**src/rtl/video_timing_gen_if.sv**
```systemverilog
// rtl/video_timing_gen_if.sv - raster timing bundle between timing generator and its consumers
//
// Purpose:
//   Carries the registered raster timing of one pixel from video_timing_gen to
//   downstream blocks (pattern generator, output encoder).
// Signals (all driven by the master, sampled by the slave):
//   hsync  1      horizontal sync, polarity set by the generator's H_POL
//   vsync  1      vertical sync, polarity set by the generator's V_POL
//   blank  1      1 outside the active region
//   de     1      data enable, always ~blank
//   x      CNT_W  horizontal position 0..H_TOTAL-1
//   y      CNT_W  vertical position 0..V_TOTAL-1
//   sol    1      one-cycle start-of-line strobe (x==0)
//   sof    1      one-cycle start-of-frame strobe (x==0 && y==0)
// Modports:
//   master  timing generator side (outputs)
//   slave   consumer side (inputs)
`timescale 1ns/1ps

interface video_timing_gen_if #(
   parameter int CNT_W = 12
) ();

   logic             hsync;
   logic             vsync;
   logic             blank;
   logic             de;
   logic [CNT_W-1:0] x;
   logic [CNT_W-1:0] y;
   logic             sol;
   logic             sof;

   modport master (
      output hsync,
      output vsync,
      output blank,
      output de,
      output x,
      output y,
      output sol,
      output sof
   );

   modport slave (
      input hsync,
      input vsync,
      input blank,
      input de,
      input x,
      input y,
      input sol,
      input sof
   );

endinterface

```
**src/rtl/video_timing_gen.sv**
```systemverilog
// rtl/video_timing_gen.sv - raster timing generator (hsync/vsync/blank/DE/x/y/sol/sof)
//
// Purpose:
//   Walks a raster of H_TOTAL x V_TOTAL pixels, one pixel per enabled clock,
//   and presents the syncs, blanking, coordinates and line/frame strobes of the
//   pixel it has just stepped onto. Each line and each frame is laid out as
//   active, front porch, sync, back porch.
// Ports:
//   i_clk    in      pixel clock
//   i_rst_n  in      asynchronous reset, active-low
//   i_en     in      pixel enable; the raster advances only when high
//   vid      master  registered timing outputs (see video_timing_gen_if)
`timescale 1ns/1ps

module video_timing_gen #(
   parameter int H_RES  = 640,
   parameter int H_FP   = 16,
   parameter int H_SYNC = 96,
   parameter int H_BP   = 48,
   parameter int V_RES  = 480,
   parameter int V_FP   = 10,
   parameter int V_SYNC = 2,
   parameter int V_BP   = 33,
   parameter int H_POL  = 0,
   parameter int V_POL  = 0,
   parameter int CNT_W  = 12
) (
   input  logic               i_clk,
   input  logic               i_rst_n,
   input  logic               i_en,
   video_timing_gen_if.master vid
);

   localparam int H_TOTAL = H_RES + H_FP + H_SYNC + H_BP;
   localparam int V_TOTAL = V_RES + V_FP + V_SYNC + V_BP;
   localparam longint CNT_SPAN = longint'(1) << CNT_W;

   // Configuration sanity: a zero-width segment or a counter that cannot reach
   // the last pixel/line would silently produce a broken raster.
   if (H_RES <= 0 || H_FP <= 0 || H_SYNC <= 0 || H_BP <= 0 ||
       V_RES <= 0 || V_FP <= 0 || V_SYNC <= 0 || V_BP <= 0 || CNT_W <= 0) begin : g_bad_zero
      $error("video_timing_gen: timing parameters and CNT_W must be non-zero");
   end

   if (CNT_SPAN < longint'(H_TOTAL) || CNT_SPAN < longint'(V_TOTAL)) begin : g_bad_width
      $error("video_timing_gen: CNT_W too narrow for H_TOTAL/V_TOTAL");
   end

   // Segment boundaries at counter width so every compare is width-matched.
   localparam logic [CNT_W-1:0] ONE       = CNT_W'(1);
   localparam logic [CNT_W-1:0] H_LAST    = CNT_W'(H_TOTAL - 1);
   localparam logic [CNT_W-1:0] V_LAST    = CNT_W'(V_TOTAL - 1);
   localparam logic [CNT_W-1:0] H_ACT_END = CNT_W'(H_RES);
   localparam logic [CNT_W-1:0] V_ACT_END = CNT_W'(V_RES);
   localparam logic [CNT_W-1:0] H_SYNC_LO = CNT_W'(H_RES + H_FP);
   localparam logic [CNT_W-1:0] H_SYNC_HI = CNT_W'(H_RES + H_FP + H_SYNC - 1);
   localparam logic [CNT_W-1:0] V_SYNC_LO = CNT_W'(V_RES + V_FP);
   localparam logic [CNT_W-1:0] V_SYNC_HI = CNT_W'(V_RES + V_FP + V_SYNC - 1);

   localparam logic H_ACT_LVL = 1'(H_POL);
   localparam logic V_ACT_LVL = 1'(V_POL);

   // ST_PRIME: coming out of reset, the first enabled edge must land on (0,0)
   // rather than step past it. ST_RUN: normal raster stepping.
   typedef enum logic {
      ST_PRIME = 1'b0,
      ST_RUN   = 1'b1
   } state_t;

   state_t           state_q;
   state_t           state_d;

   logic [CNT_W-1:0] h_cnt;
   logic [CNT_W-1:0] v_cnt;
   logic [CNT_W-1:0] h_nxt;
   logic [CNT_W-1:0] v_nxt;

   logic             act_nxt;
   logic             hs_nxt;
   logic             vs_nxt;
   logic             sol_nxt;
   logic             sof_nxt;

   logic             hsync_q;
   logic             vsync_q;
   logic             blank_q;
   logic             sol_q;
   logic             sof_q;

   always_ff @(posedge i_clk or negedge i_rst_n) begin
      if (!i_rst_n) begin
         state_q <= ST_PRIME;
      end else begin
         state_q <= state_d;
      end
   end

   // Next raster position; held when the pixel enable is low.
   always_comb begin
      state_d = state_q;
      h_nxt   = h_cnt;
      v_nxt   = v_cnt;
      if (i_en) begin
         case (state_q)
            ST_PRIME: begin
               h_nxt   = '0;
               v_nxt   = '0;
               state_d = ST_RUN;
            end
            ST_RUN: begin
               if (h_cnt == H_LAST) begin
                  h_nxt = '0;
                  v_nxt = (v_cnt == V_LAST) ? '0 : (v_cnt + ONE);
               end else begin
                  h_nxt = h_cnt + ONE;
               end
            end
            default: begin
               state_d = ST_PRIME;
            end
         endcase
      end
   end

   // Decode from the position about to be loaded, so the registered flags and
   // coordinates always describe the same pixel.
   always_comb begin
      act_nxt = (h_nxt < H_ACT_END) && (v_nxt < V_ACT_END);
      hs_nxt  = (h_nxt >= H_SYNC_LO) && (h_nxt <= H_SYNC_HI);
      vs_nxt  = (v_nxt >= V_SYNC_LO) && (v_nxt <= V_SYNC_HI);
      sol_nxt = (h_nxt == '0);
      sof_nxt = (h_nxt == '0) && (v_nxt == '0);
   end

   always_ff @(posedge i_clk or negedge i_rst_n) begin
      if (!i_rst_n) begin
         h_cnt   <= '0;
         v_cnt   <= '0;
         hsync_q <= ~H_ACT_LVL;
         vsync_q <= ~V_ACT_LVL;
         blank_q <= 1'b1;
         sol_q   <= 1'b0;
         sof_q   <= 1'b0;
      end else begin
         // Strobes last one clock even if the enable then drops.
         sol_q <= 1'b0;
         sof_q <= 1'b0;
         if (i_en) begin
            h_cnt   <= h_nxt;
            v_cnt   <= v_nxt;
            hsync_q <= hs_nxt ? H_ACT_LVL : ~H_ACT_LVL;
            vsync_q <= vs_nxt ? V_ACT_LVL : ~V_ACT_LVL;
            blank_q <= ~act_nxt;
            sol_q   <= sol_nxt;
            sof_q   <= sof_nxt;
         end
      end
   end

   assign vid.hsync = hsync_q;
   assign vid.vsync = vsync_q;
   assign vid.blank = blank_q;
   assign vid.de    = ~blank_q;
   assign vid.x     = h_cnt;
   assign vid.y     = v_cnt;
   assign vid.sol   = sol_q;
   assign vid.sof   = sof_q;

endmodule

```
**src/flat_wrapper.sv**
```systemverilog
// flat-port wrapper written by rule: the top's interface ports become plain ports
module video_timing_gen_flat 
#(
   parameter int H_RES  = 640,
   parameter int H_FP   = 16,
   parameter int H_SYNC = 96,
   parameter int H_BP   = 48,
   parameter int V_RES  = 480,
   parameter int V_FP   = 10,
   parameter int V_SYNC = 2,
   parameter int V_BP   = 33,
   parameter int H_POL  = 0,
   parameter int V_POL  = 0,
   parameter int CNT_W  = 12
)
  (i_clk, i_rst_n, i_en, vid_hsync, vid_vsync, vid_blank, vid_de, vid_x, vid_y, vid_sol, vid_sof);
  video_timing_gen_if #(.CNT_W(CNT_W)) vid_i ();
  input  logic i_clk;
  input  logic i_rst_n;
  input  logic i_en;
  output wire logic [$bits(vid_i.hsync)-1:0] vid_hsync;
  output wire logic [$bits(vid_i.vsync)-1:0] vid_vsync;
  output wire logic [$bits(vid_i.blank)-1:0] vid_blank;
  output wire logic [$bits(vid_i.de)-1:0] vid_de;
  output wire logic [$bits(vid_i.x)-1:0] vid_x;
  output wire logic [$bits(vid_i.y)-1:0] vid_y;
  output wire logic [$bits(vid_i.sol)-1:0] vid_sol;
  output wire logic [$bits(vid_i.sof)-1:0] vid_sof;
  assign vid_hsync = vid_i.hsync;
  assign vid_vsync = vid_i.vsync;
  assign vid_blank = vid_i.blank;
  assign vid_de = vid_i.de;
  assign vid_x = vid_i.x;
  assign vid_y = vid_i.y;
  assign vid_sol = vid_i.sol;
  assign vid_sof = vid_i.sof;
  video_timing_gen #(.H_RES(H_RES), .H_FP(H_FP), .H_SYNC(H_SYNC), .H_BP(H_BP), .V_RES(V_RES), .V_FP(V_FP), .V_SYNC(V_SYNC), .V_BP(V_BP), .H_POL(H_POL), .V_POL(V_POL), .CNT_W(CNT_W)) u_core (.i_clk(i_clk), .i_rst_n(i_rst_n), .i_en(i_en), .vid(vid_i));
endmodule
```
**config.mk**
```make
export PLATFORM = sky130hd
export DESIGN_NAME = video_timing_gen_flat
export DESIGN_NICKNAME = d
export VERILOG_FILES = /design/src/rtl/video_timing_gen_if.sv /design/src/rtl/video_timing_gen.sv /design/src/flat_wrapper.sv
export SDC_FILE = /design/constraint.sdc
export NUM_CORES = 1
export LEC_CHECK = 0
export CELL_PAD_IN_SITES_DETAIL_PLACEMENT = 1
export CELL_PAD_IN_SITES_GLOBAL_PLACEMENT = 1
export CORE_MARGIN = 2
export CORE_UTILIZATION = 43
export DETAILED_ROUTE_END_ITERATION = 16
export GPL_ROUTABILITY_DRIVEN = 0
export HOLD_SLACK_MARGIN = 0.05
export PLACE_DENSITY_LB_ADDON = 0.3
export SETUP_SLACK_MARGIN = 0.3
export SYNTH_ARGS = -nofsm -noshare
export SYNTH_HDL_FRONTEND = slang
export SYNTH_SLANG_ARGS = --single-unit
```
**constraint.sdc**
```tcl
create_clock -name i_clk -period 4.2 [get_ports i_clk]
set_input_delay 0.63 -clock i_clk [delete_from_list [all_inputs] [get_ports i_clk]]
set_output_delay 0.63 -clock i_clk [all_outputs]
set_load 0.03 [all_outputs]
```
==> flow_results.org, run 1 <==
** Outcome
- Result of the run :: finished, final reports clean

** CTS
- TritonCTS sink count :: 30
- Hold repair after CTS inserted 0 buffers.
- The clock reaches the later pin of the worst-skew pair after 0.28 ns.
- Cells resized by post-CTS repair :: 0
- The root buffer cell chosen for the clock tree is clkbuf_8.
- Clock input transition at the sequential cells of the worst setup and hold paths :: 0.07 ns
- In this run the deepest clock path goes through 2 buffers.
- CTS tree :: done
- The clock tree synthesis step divided the H-tree into 2 levels.
- Number of setup buffers added after CTS :: 0
- Inserted Clock Buffers :: 5

** Layout
- In the final layout, flip-flops and latches occupy 754 um^2.
- FILL cells :: 563
- Measured on the finished design, the core utilization comes to a little over half.
- Leaving out fill and tap cells, the most frequent cell in the layout is clkdlybuf4s50_1.
- The number of antenna diodes in the final layout is 0.
- Cells with a size suffix above 1 make up 11.6% of the layout.
- Footprint of the multi-input gates :: 1170 um^2
- Total Nets Final :: 264
- P&R area growth vs syn :: 21.7%
- The top cell types in the final layout, fill and taps aside, are clkdlybuf4s50_1, nand2_1, dfrtp_1.

** Drt
- In the routed design, unresolved DRC markers number 0.
- Total met2 wirelength after detailed routing :: 2770 um
- Routed via count :: 1945
- In this run the remaining antenna-violating nets after routing total 0.
- Initial DRC Count :: 122
- Total detailed-routing wirelength :: around 5900 um
- Ratio of routed vias to standard cells :: 6.21
- Routed length per instance :: 18.8 um
- In this run the top signal layer used is met4.
- The first detailed-routing pass took 4 iterations.
- Sum of routed wire segments on met1 :: 2840 um
- After detailed routing, the met3 layer carries 233 um of wire.

** Global route
- The number of antenna violations at the first check in global routing came to 0.
- The via count of the first global-routing pass is approximately 2000.
- Total grt overflow :: 0
- The first global-routing pass estimated 10000 um of wire.
- Global-route total usage across every layer :: about a quarter
- Maximum number of pins on one net before global-route repair :: 31

** Power and ir drop
- Total internal power :: ~0.57 mW
- Leak Pwr :: 0.987 nW
- In this run the power density over the cells is roughly 350 nW/um^2.
- Clock share of power :: 33.2%
- After layout, the design draws a total of 0.864 mW.
- Registers are responsible for 40.4% of the overall power.
- Combinational fraction of design power :: 26.5%
- Switching component of the power :: around 0.29 mW
- Peak ir drop on the vdd network :: 0.000181 V
- Of the total power, the share spent switching nets is 33.5%.

** STA
- In the post-route analysis, the smallest setup slack over all paths is 1.05 ns.
- The count of final hold-check violations is 0.
- Setup total negative slack on the finished layout was measured at 0 ns.
- Shortest period the worst path allows :: 3.15 ns
- For the pin with the worst max-slew slack, the measured transition is 1.18 ns.
- In this run the tightest slew margin relative to its limit is 20.5%.
- Achievable Freq :: 0.318 GHz
- The worst path uses 74.9% of the clock period.
- Setup Viol. Count Final :: 0
- Final count of pins violating max slew :: 0
- Skew final :: 0.0118 ns
- Setup repair after global routing left no endpoint under its margin.

** Worst setup path
- STA classifies the critical path startpoint as a flip-flop.
- At the worst endpoint, the required time is roughly 4.4 ns.
- The critical path is of the reg -> reg type.
- STA puts the critical path data arrival time at 3.36 ns.
- Walking the worst path, the cells encountered are ha_1 -> nand2b_1 -> o41ai_2 -> nor4_1 -> a21o_1 -> nor2_1 -> nor4b_2 -> and4_1.
- Among all stages on the critical path, the largest delay is contributed by o41ai_2.
- Largest delay share family, worst path :: compound AO/OA/AOI/OAI gates
- Count of buffering cells on the critical path with inverters included :: 0
- STA classifies the critical path endpoint as a flip-flop.
- In this run the worst path has a maximum fanout of 13.
- For this run, the slowest stage of the critical path takes 1.08 ns.

** Logic synthesis
- For this run, the leading register cell type out of synthesis is dfrtp_1.
- Mux share of post-synthesis cell area :: 0.983%
- Share of the synthesized netlist area taken by xor and xnor gates :: around 3.4%
- Synthesis handed over a netlist of 230 instances.
- The mapped netlist covers 2040 um^2.
- During synthesis, Yosys emitted a total of 0 warnings.
- Mapped Avg Cell Area :: slightly below 9 um^2
- The share of the Yosys chip area taken by registers is between 30% and 40%.
- Summing the areas of all compound-gate instances in the mapped netlist gives 21.4% of the synthesized area.
- In this run, synthesis produced a sequential element count of 30.
- Post-synthesis cell type count :: 56
- The number of nets handed over by synthesis was 236.
- Fraction of registers with async set/reset :: 100%
- Post-synth EDFFs :: 0
- By area, the combinational part of the netlist is dominated by simple AND/OR/NAND/NOR gates.
- Adder and majority gate portion of the synthesized area :: 1.84%
- After Yosys synthesis, and, or, nand and nor cells account for between 20% and 30% of the synthesized area.

** Floorplan
- Number of primary I/O pins :: 33
- Die X :: 72.8 um
- The initial utilization of the core area, before any placement, comes to 44.0%.
- Die H :: around 73 um
- Core region area :: approximately 4600 um^2
- Floorplan die area :: 5300 um^2
- Row count :: 25

** Hold path
- The path class of the tightest hold or removal check is reg -> reg.

** Place
- Timing analysis after detailed placement gives a worst setup slack of 1.06 ns.
- Post-detail-place hpwl :: about 4300 um
- Port-buffer cells :: 32

** Flow run
- Reported max-cap violation count :: 0
==> area by class of cell <==
type	count	share of cell area, %
clock inverters	3	1.62
flip-flops and latches	30	30.5
repair buffers	35	13.8
multi-input cells	177	47.2
inverters	9	1.36
clock buffers	5	2.78
well taps	54	2.73
==> final timing paths <==
kind / from / to / slack [ns] / cells after the start
min in group asynchronous: i_rst_n / u_core.vid.y[11] / 0.74 / 2
min reg2reg: u_core.vid.hsync / u_core.vid.hsync / 0.50 / 2
max in group asynchronous: i_rst_n / u_core.vid.blank / 3.12 / 2
max: u_core.vid.x[0] / u_core.vid.sof / 1.05 / 8
max reg2reg: u_core.vid.x[0] / u_core.vid.sof / 1.05 / 8
min: u_core.vid.hsync / u_core.vid.hsync / 0.50 / 2
==> worst min-delay path, cell delays in order, from the launching register on <==
cell	delay, ns
dfstp_2	0.37
nor2_1	0.08
a41oi_1	0.05
==> state kept, by name, indices dropped and copies added (netlist names) <==
signal	count
u_core.vid.blank	1
u_core.state_q	1
u_core.vid.hsync	1
u_core.vid.sol	1
u_core.vid.y	12
u_core.vid.x	12
u_core.vid.vsync	1
u_core.vid.sof	1
==> power by group through the flow <==
stage / registers [mW] / logic [mW] / clock network [mW]
final: 0.349 / 0.229 / 0.287
after detailed placement: 0.354 / 0.227 / 0
after global routing: 0.354 / 0.248 / 0.306
after global placement: 0.352 / 0.224 / 0
after CTS: 0.348 / 0.229 / 0.297
after floorplan: 0.384 / 0.114 / 0
==> synthesized netlist by cell type, drive strengths merged, types with 5 or more instances <==
cell	n	share of area, %
nand3	10	2.5
o21ai	12	3.5
nor2	16	3.0
and4	5	2.2
inv	9	1.7
nor2b	6	2.2
o31ai	5	1.8
nor4	6	2.2
dfrtp	27	33
nor3	7	2.0
nand4	5	1.5
buf	7	2.9
clkbuf	7	1.3
nand2	29	5.3
a31oi	9	2.8
==> per-layer routing <==
| layer | up-vias | track usage [%] |
|---|---|---|
| met4 | 0 | 5.76 |
| met5 | - | 0 |
| met3 | 4 | 4.28 |
| met2 | 48 | 38.7 |
| met1 | 982 | 34.9 |
| li1 | 911 | - |
==> stage by stage <==
step	instances	cell area [um^2]	hold WS [ns]
floorplan	230	2040	0.334
global route	313	2480	0.536
finish	313	2480	0.499
detailed placement	305	2370	0.497
global placement	305	2370	0.495
CTS	313	2480	0.504
==> kinds of logic after synthesis <==
family,after synthesis
xor gates and xnor gates,8
buffers and inverters,23
DFF,30
adders and majority gates,3
muxes,2
and+or+nand+nor,106
AOI/OAI and AO/OA,58
Note: power is estimated with default switching activity, not from simulation.
==> run 2: changes to the inputs <==
--- a/config.mk
+++ b/config.mk
@@ -8,7 +8,7 @@
 export CELL_PAD_IN_SITES_DETAIL_PLACEMENT = 1
 export CELL_PAD_IN_SITES_GLOBAL_PLACEMENT = 1
 export CORE_MARGIN = 2
-export CORE_UTILIZATION = 43
+export CORE_UTILIZATION = 36
 export DETAILED_ROUTE_END_ITERATION = 16
 export GPL_ROUTABILITY_DRIVEN = 0
 export HOLD_SLACK_MARGIN = 0.05
==> constraint.sdc (replaced) <==
create_clock -name i_clk -period 2.8 [get_ports i_clk]
set_input_delay 0.42 -clock i_clk [delete_from_list [all_inputs] [get_ports i_clk]]
set_output_delay 0.42 -clock i_clk [all_outputs]
set_load 0.03 [all_outputs]
==> flow_results.org, run 2 (synthesized netlist as in run 1, its figures left out) <==
** Outcome
- Result of the run :: finished, final reports clean (unchanged)

** Flow run
- Reported max-cap violation count :: 0 (unchanged)

** Power and ir drop
- Switching component of the power :: 0.496 mW (was 0.290 mW)
- The switching share of power came to 35.3% (was 33.5%).
- The total power per unit cell area was 486 nW/um^2 (was 349 nW/um^2).
- The cell internal power dissipation came to 0.910 mW (was 0.574 mW).
- Leak Pwr :: 1.19 nW (was 0.987 nW)
- Power Total :: 1.41 mW (was 0.864 mW)
- Peak ir drop on the vdd network :: 0.000312 V (was 0.000181 V)
- The proportion of power drawn by the clock network is 30.9% (was 33.2%).
- The combinational cell fraction of total power came to 33.9% (was 26.5%).
- The relative contribution of sequential cells to total power came to 35.3% (was 40.4%).

** STA
- The count of final hold-check violations was 0 (unchanged).
- The headroom to the max-slew limit was 63.3% (was 20.5%).
- The setup skew after layout was 0.0102 ns (was 0.0118 ns).
- The actual slew at the worst max-slew pin is 0.546 ns (was 1.18 ns).
- Smallest setup slack after layout :: 0.189 ns (was 1.05 ns)
- Shortest period the worst path allows :: 2.61 ns (was 3.15 ns)
- The final period utilization is 93.3% (was 74.9%).
- The worst hold margin was 0.500 ns (was 0.499 ns).
- The highest clock frequency the design can meet came to 0.383 GHz (was 0.318 GHz).
- Setup TNS :: 0 ns (unchanged)
- The number of setup violations in the final report is 0 (unchanged).
- Unrepaired setup endpoints after global routing: yes (was no).
- The number of slew-limit violations in the final report came to 0 (unchanged).

** Worst setup path
- The required arrival time at the worst endpoint is 3.04 ns (was 4.41 ns).
- The launching element type of the critical path is a flip-flop (unchanged).
- The peak fanout along the critical path came to 4 (was 13).
- The data arrival time of the critical path came to 2.85 ns (was 3.36 ns).
- The nature of the critical path endpoint was a flip-flop (unchanged).
- The type of the setup path with the least slack was reg -> reg (unchanged).

** Layout
- The post-layout instance area was 2890 um^2 (was 2480 um^2).
- Most frequent standard cell in the layout excluding fill and tap cells :: buf_4 (was clkdlybuf4s50_1)
- The fraction of final layout cells sized beyond drive strength 1 was 27.5% (was 11.6%).
- The combined area of the multi-input logic cells came to 1260 um^2 (was 1170 um^2).
- Top library cells by usage in the layout, fill and taps aside :: buf_4, clkdlybuf4s50_1, nand2_1 (was clkdlybuf4s50_1, nand2_1, dfrtp_1)
- The total inserted antenna cells came to 0 (unchanged).
- The area growth from synthesis to layout came to 42.1% (was 21.7%).
- The total area of sequential cells came to 757 um^2 (was 754 um^2).
- Total Nets Final :: 303 (was 264)
- FILL cells :: 663 (was 563)

** CTS
- The clock insertion delay at the later pin of the skew report was 0.29 ns (was 0.28 ns).
- The clock-pin transition on the worst setup and hold timing paths is 0.08 ns (was 0.07 ns).
- The clock tree from TritonCTS is done (unchanged).
- Inserted Clock Buffers :: 5 (unchanged)
- The number of sinks on the clock net was 30 (unchanged).
- CTS H-Tree Depth :: 2 (unchanged)
- The clock root buffer is clkbuf_8 (unchanged).
- The maximum buffer depth of the clock tree was 2 (unchanged).

** Drt
- The per-cell routed wire length is 19.3 um (was 18.8 um).
- The count of vias placed by the detailed router was 2121 (was 1945).
- The number of vias per cell after detailed routing is 5.73 (was 6.21).
- Drt drc :: 0 (unchanged)
- Initial DRC Count :: 184 (was 122)
- The number of iterations in the first detailed-routing pass was 4 (unchanged).
- The final wirelength came to 7120 um (was 5870 um).
- Antenna-violating nets left :: 0 (unchanged)

** Floorplan
- Number of primary I/O pins :: 33 (unchanged)
- Floorplan die area :: 6270 um^2 (was 5300 um^2)
- The die outline height came to 79.2 um (was 72.8 um).
- Core region area :: 5470 um^2 (was 4630 um^2)
- Row count :: 27 (was 25)
- The horizontal die dimension is 79.2 um (was 72.8 um).
- Initial standard-cell utilization of the core :: 37.2% (was 44.0%)

** Global route
- Wire length of the first global-routing pass :: 11200 um (was 10000 um)
- Antenna violations before repair :: 0 (unchanged)
- Global-route total usage across every layer :: 23.1% (was 24.4%)
- The via count of the first global-routing pass came to 2138 (was 2009).
- The aggregate global routing overflow is 0 (unchanged).
- The maximum number of pins on one net before global-route repair is 31 (unchanged).

** Place
- Total cell area at the placement stage :: 2600 um^2 (was 2370 um^2)
- Post-detail-place hpwl :: 5050 um (was 4340 um)
- The placement-stage worst setup slack was 0.0686 ns (was 1.06 ns).
- The number of port buffers is 32 (unchanged).

** Hold path
- The classification of the worst-slack hold path was reg -> reg (unchanged).
[run 2: cell types whose count changed in the layout (fill, tap and decap cells not counted), sizes merged]
| cell | previous run | this run |
|---|---|---|
| buf | 3 | 42 |
| clkinv | 2 | 0 |
| bufinv | 1 | 0 |
| clkbuf | 5 | 8 |
[run 2: final cells by class]
cell class | count | area share, %
multi-input cells | 177 | 43.5
clock buffers | 8 | 3.81
inverters | 9 | 1.17
well taps | 72 | 3.11
repair buffers | 74 | 22.2
flip-flops and latches | 30 | 26.2
[run 2: worst max-delay path, stage by stage (launching register included)]
cell and delay (ns):
dfrtp_1 0.39, or4b_2 0.71, or3_4 0.39, o21ai_4 0.22, o21ai_0 0.18, nor3_2 0.29
nor2b_4 0.19, and4_1 0.18
[run 2: stage by stage]
step / utilization, % / instances
final: 52.9 / 370
after global routing: 52.9 / 370
after CTS: 50.1 / 361
after detailed placement: 47.4 / 350
after global placement: 47.4 / 350
after floorplan: - / 230
[run 2: path summary, 6_finish.rpt]
check / start / to / slack [ns] / cells after the start
max: u_core.vid.y[7] / u_core.vid.sof / 0.19 / 7
min: u_core.vid.hsync / u_core.vid.hsync / 0.50 / 2
max reg2reg: u_core.vid.y[7] / u_core.vid.sof / 0.19 / 7
min reg2reg: u_core.vid.hsync / u_core.vid.hsync / 0.50 / 2
max in group asynchronous: i_rst_n / u_core.vid.blank / 1.94 / 2
min in group asynchronous: i_rst_n / u_core.vid.x[10] / 0.53 / 2
[run 2: repair_timing]
item,CTS,global route
hold buffers,0,0
buffers inserted,3,9
pin swaps,3,8
endpoints found under the setup margin,4,5
resized for setup,4,14
cloned,0,0
[run 2: power groups by stage]
| stage | clock network [mW] | registers (mW) | logic [mW] |
|---|---|---|---|
| 3_5_place_dp | 0 | 0.505 | 0.412 |
| 3_3_place_gp | 0 | 0.504 | 0.406 |
| 4_1_cts | 0.441 | 0.497 | 0.426 |
| 6_report | 0.434 | 0.496 | 0.476 |
| 2_1_floorplan | 0 | 0.576 | 0.172 |
| 5_1_grt | 0.454 | 0.502 | 0.504 |
[run 2: routing by layer]
layer,share of wire [%],vias up,GRT usage (%)
li1,-,995,-
met2,49,42,36.4
met4,1.1,0,6.55
met5,0,-,0
met3,2.3,5,3.18
met1,48,1079,33.1
==> run 3: changes to the inputs <==
--- a/config.mk
+++ b/config.mk
@@ -8,7 +8,7 @@
 export CELL_PAD_IN_SITES_DETAIL_PLACEMENT = 1
 export CELL_PAD_IN_SITES_GLOBAL_PLACEMENT = 1
 export CORE_MARGIN = 2
-export CORE_UTILIZATION = 36
+export CORE_UTILIZATION = 43
 export DETAILED_ROUTE_END_ITERATION = 16
 export GPL_ROUTABILITY_DRIVEN = 0
 export HOLD_SLACK_MARGIN = 0.05
==> constraint.sdc (replaced) <==
create_clock -name i_clk -period 3.14 [get_ports i_clk]
set_input_delay 0.471 -clock i_clk [delete_from_list [all_inputs] [get_ports i_clk]]
set_output_delay 0.471 -clock i_clk [all_outputs]
set_load 0.03 [all_outputs]
==> flow_results.org, run 3 (synthesized netlist as in run 1, its figures left out) <==
** Outcome
- Result of the run :: finished, final reports clean (unchanged)

** Worst setup path
- Chain of cells forming the critical path: or4b_2 -> or3_4 -> o21ai_4 -> buf_12 -> o21ai_1 -> a21o_1 -> and4_1 -> a31oi_1 (was or4b_2 -> or3_4 -> o21ai_4 -> o21ai_0 -> nor3_2 -> nor2b_4 -> and4_1).
- Worst R2R End :: u_core.vid.vsync (was u_core.vid.sof)
- The data arrival time of the critical path was 2.97 ns (was 2.85 ns).
- Reg-to-reg critical path startpoint :: u_core.vid.y[7] (unchanged)
- The peak fanout along the critical path is 10 (was 4).
- CP startpoint :: u_core.vid.y[7] (unchanged)
- The internal reg-to-reg setup slack is 0.38 ns (was 0.19 ns).
- The nature of the critical path endpoint was a flip-flop (unchanged).
- The cell with the biggest individual delay on the critical path was or4b_2 (unchanged).
- The worst stage delay on the critical path is 0.71 ns (about the same).
- The type of the setup path with the least slack was reg -> reg (unchanged).
- Crit path required time :: 3.35 ns (was 3.04 ns)
- Worst r2r path cells :: 8 (was 7)
- The launching element type of the critical path was a flip-flop (unchanged).

** STA
- The headroom to the max-slew limit is 60.5% (was 63.3%).
- Final count of pins violating max slew :: 0 (unchanged)
- The actual slew at the worst max-slew pin came to 0.588 ns (was 0.546 ns).
- The number of setup violations in the final report was 0 (unchanged).
- The count of final hold-check violations was 0 (unchanged).
- The final critical-path required period was 2.76 ns (was 2.61 ns).
- Achievable Freq :: 0.362 GHz (was 0.383 GHz)
- The setup skew after layout came to 0.00642 ns (was 0.0102 ns).
- Unrepaired setup endpoints after global routing: yes (unchanged).
- Setup TNS :: 0 ns (unchanged)
- The final period utilization came to 87.9% (was 93.3%).

** Power and ir drop
- The net switching power was 0.404 mW (was 0.496 mW).
- Power Total :: 1.13 mW (was 1.41 mW)
- The combinational cell fraction of total power was 28.6% (was 33.9%).
- Power per cell area :: 440 nW/um^2 (was 486 nW/um^2)
- Switching power as a share of total power :: 35.9% (was 35.3%)
- The leakage dissipation was 1.02 nW (was 1.19 nW).
- The relative contribution of sequential cells to total power came to 41.8% (was 35.3%).
- Total internal power :: 0.722 mW (was 0.910 mW)
- The worst IR drop on VDD is 0.000261 V (was 0.000312 V).
- The proportion of power drawn by the clock network was 29.6% (was 30.9%).

** CTS
- The number of sinks on the clock net came to 30 (unchanged).
- CTS H-Tree Depth :: 2 (unchanged)
- The clock insertion delay at the later pin of the skew report came to 0.29 ns (about the same).
- Clock input transition at the sequential cells of the worst setup and hold paths :: 0.07 ns (was 0.08 ns)
- The clock root buffer is clkbuf_8 (unchanged).
- The CTS buffer count was 5 (unchanged).
- CTS tree :: done (unchanged)
- The maximum buffer depth of the clock tree came to 2 (unchanged).

** Drt
- Drt drc :: 0 (unchanged)
- The post-route antenna net violation count is 0 (unchanged).
- The final wirelength was 6540 um (was 7120 um).
- The number of design-rule violations left by the first detailed-router iteration came to 160 (was 184).
- Routed via count :: 1990 (was 2121)
- Detailed-routing iteration count for the pre-antenna-repair pass :: 4 (unchanged)
- Routed length per instance :: 20.3 um (was 19.3 um)
- Ratio of routed vias to standard cells :: 6.18 (was 5.73)

** Layout
- Cell Count, Final, Fillers Out :: 322 (was 370)
- The fraction of final layout cells sized beyond drive strength 1 is 16.4% (was 27.5%).
- FILL cells :: 562 (was 663)
- Most frequent standard cell in the layout excluding fill and tap cells :: clkdlybuf4s50_1 (was buf_4)
- The total area of sequential cells is 758 um^2 (was 757 um^2).
- Antenna diode count :: 0 (unchanged)
- Top library cells by usage in the layout, fill and taps aside :: clkdlybuf4s50_1, nand2_1, dfrtp_1 (was buf_4, clkdlybuf4s50_1, nand2_1)
- Footprint of the multi-input gates :: 1190 um^2 (was 1260 um^2)
- The final layout net count is 273 (was 303).
- The area growth from synthesis to layout was 25.8% (was 42.1%).

** Floorplan
- The row count was 25 (was 27).
- Die X :: 72.8 um (was 79.2 um)
- Core region area :: 4630 um^2 (was 5470 um^2)
- Floorplan die area :: 5300 um^2 (was 6270 um^2)
- The effective utilization at floorplan came to 44.0% (was 37.2%).
- The die outline height is 72.8 um (was 79.2 um).
- Number of primary I/O pins :: 33 (unchanged)

** Global route
- The number of antenna violations at the first check in global routing was 0 (unchanged).
- The maximum number of pins on one net before global-route repair is 31 (unchanged).
- The aggregate global routing overflow was 0 (unchanged).
- Vias in the first global route :: 2044 (was 2138)
- The overall global routing resource usage was 26.1% (was 23.1%).
- The first-pass GRT wire length was 10600 um (was 11200 um).

** Hold path
- Hold EP :: u_core.vid.vsync (was u_core.vid.hsync)
- Number of cells on the worst hold path :: 2 (unchanged)
- Worst min-delay path category :: reg -> reg (unchanged)
- The startpoint of the worst hold path is u_core.vid.vsync (was u_core.vid.hsync).

** Place
- Port-buffer cells :: 32 (unchanged)
- The estimated wirelength of the detail-placed design was 4520 um (was 5050 um).
- Placed cell count :: 312 (was 350)

** Flow run
- Reported max-cap violation count :: 0 (unchanged)
run 3: worst max-delay path: cells and delay by family, from the launching register on:
family / cells / cell delay, ns
and+or+nand+nor: 3 / 1.39
AOI/OAI and AO/OA: 4 / 0.70
DFF: 1 / 0.45
buffers and inverters: 1 / 0.15
run 3: power by group through the flow:
stage	Combinational, mW	Clock, mW	Sequential, mW
3_3_place_gp	0.304	0	0.471
3_5_place_dp	0.311	0	0.475
6_report	0.322	0.334	0.471
5_1_grt	0.344	0.350	0.477
4_1_cts	0.320	0.343	0.468
2_1_floorplan	0.154	0	0.514
run 3: per-stage QoR:
step	worst slack [ns]	utilization [%]	hold slack (ns)	area, um^2
after global placement	0.427	52.4	0.492	2420
after global routing	0.257	55.3	0.536	2560
after floorplan	0.344	-	0.175	2040
final	0.380	55.3	0.501	2560
after CTS	0.328	54.9	0.504	2540
after detailed placement	0.321	52.4	0.487	2420
run 3: repair_timing:
item	4_1_cts	5_1_grt
buffers inserted	2	0
hold endpoints to repair	0	0
gates resized for setup	0	4
hold buffers	0	0
pin swaps	1	0
endpoints found under the setup margin	1	3
run 3: layout make-up:
| type | instances | area share, % |
|---|---|---|
| Multi-Input combinational cell | 177 | 46.3 |
| Sequential cell | 30 | 29.6 |
| Clock buffer | 7 | 3.37 |
| Timing Repair Buffer | 44 | 16.5 |
| Tap cell | 54 | 2.64 |
| Inverter | 9 | 1.32 |
| Clock inverter | 1 | 0.196 |
run 3: worst max path at each step:
| stage | to | slack, ns | cells past startpoint |
|---|---|---|---|
| 4_1_cts | u_core.vid.sof | 0.33 | 8 |
| 6_report | u_core.vid.vsync | 0.38 | 8 |
| 2_1_floorplan | u_core.vid.vsync | 0.34 | 11 |
| 3_5_place_dp | u_core.vid.sof | 0.32 | 7 |
| 3_3_place_gp | u_core.vid.sof | 0.43 | 7 |
| 5_1_grt | u_core.vid.vsync | 0.26 | 6 |
run 3: metal layers:
| metal | part of all wire (%) | global-route usage, % | vias to the layer above |
|---|---|---|---|
| met4 | 1.7 | 8.44 | 0 |
| met2 | 46 | 38.7 | 59 |
| met3 | 5.0 | 5.52 | 10 |
| met1 | 48 | 37.9 | 991 |
| met5 | 0 | 0 | - |
| li1 | - | - | 930 |
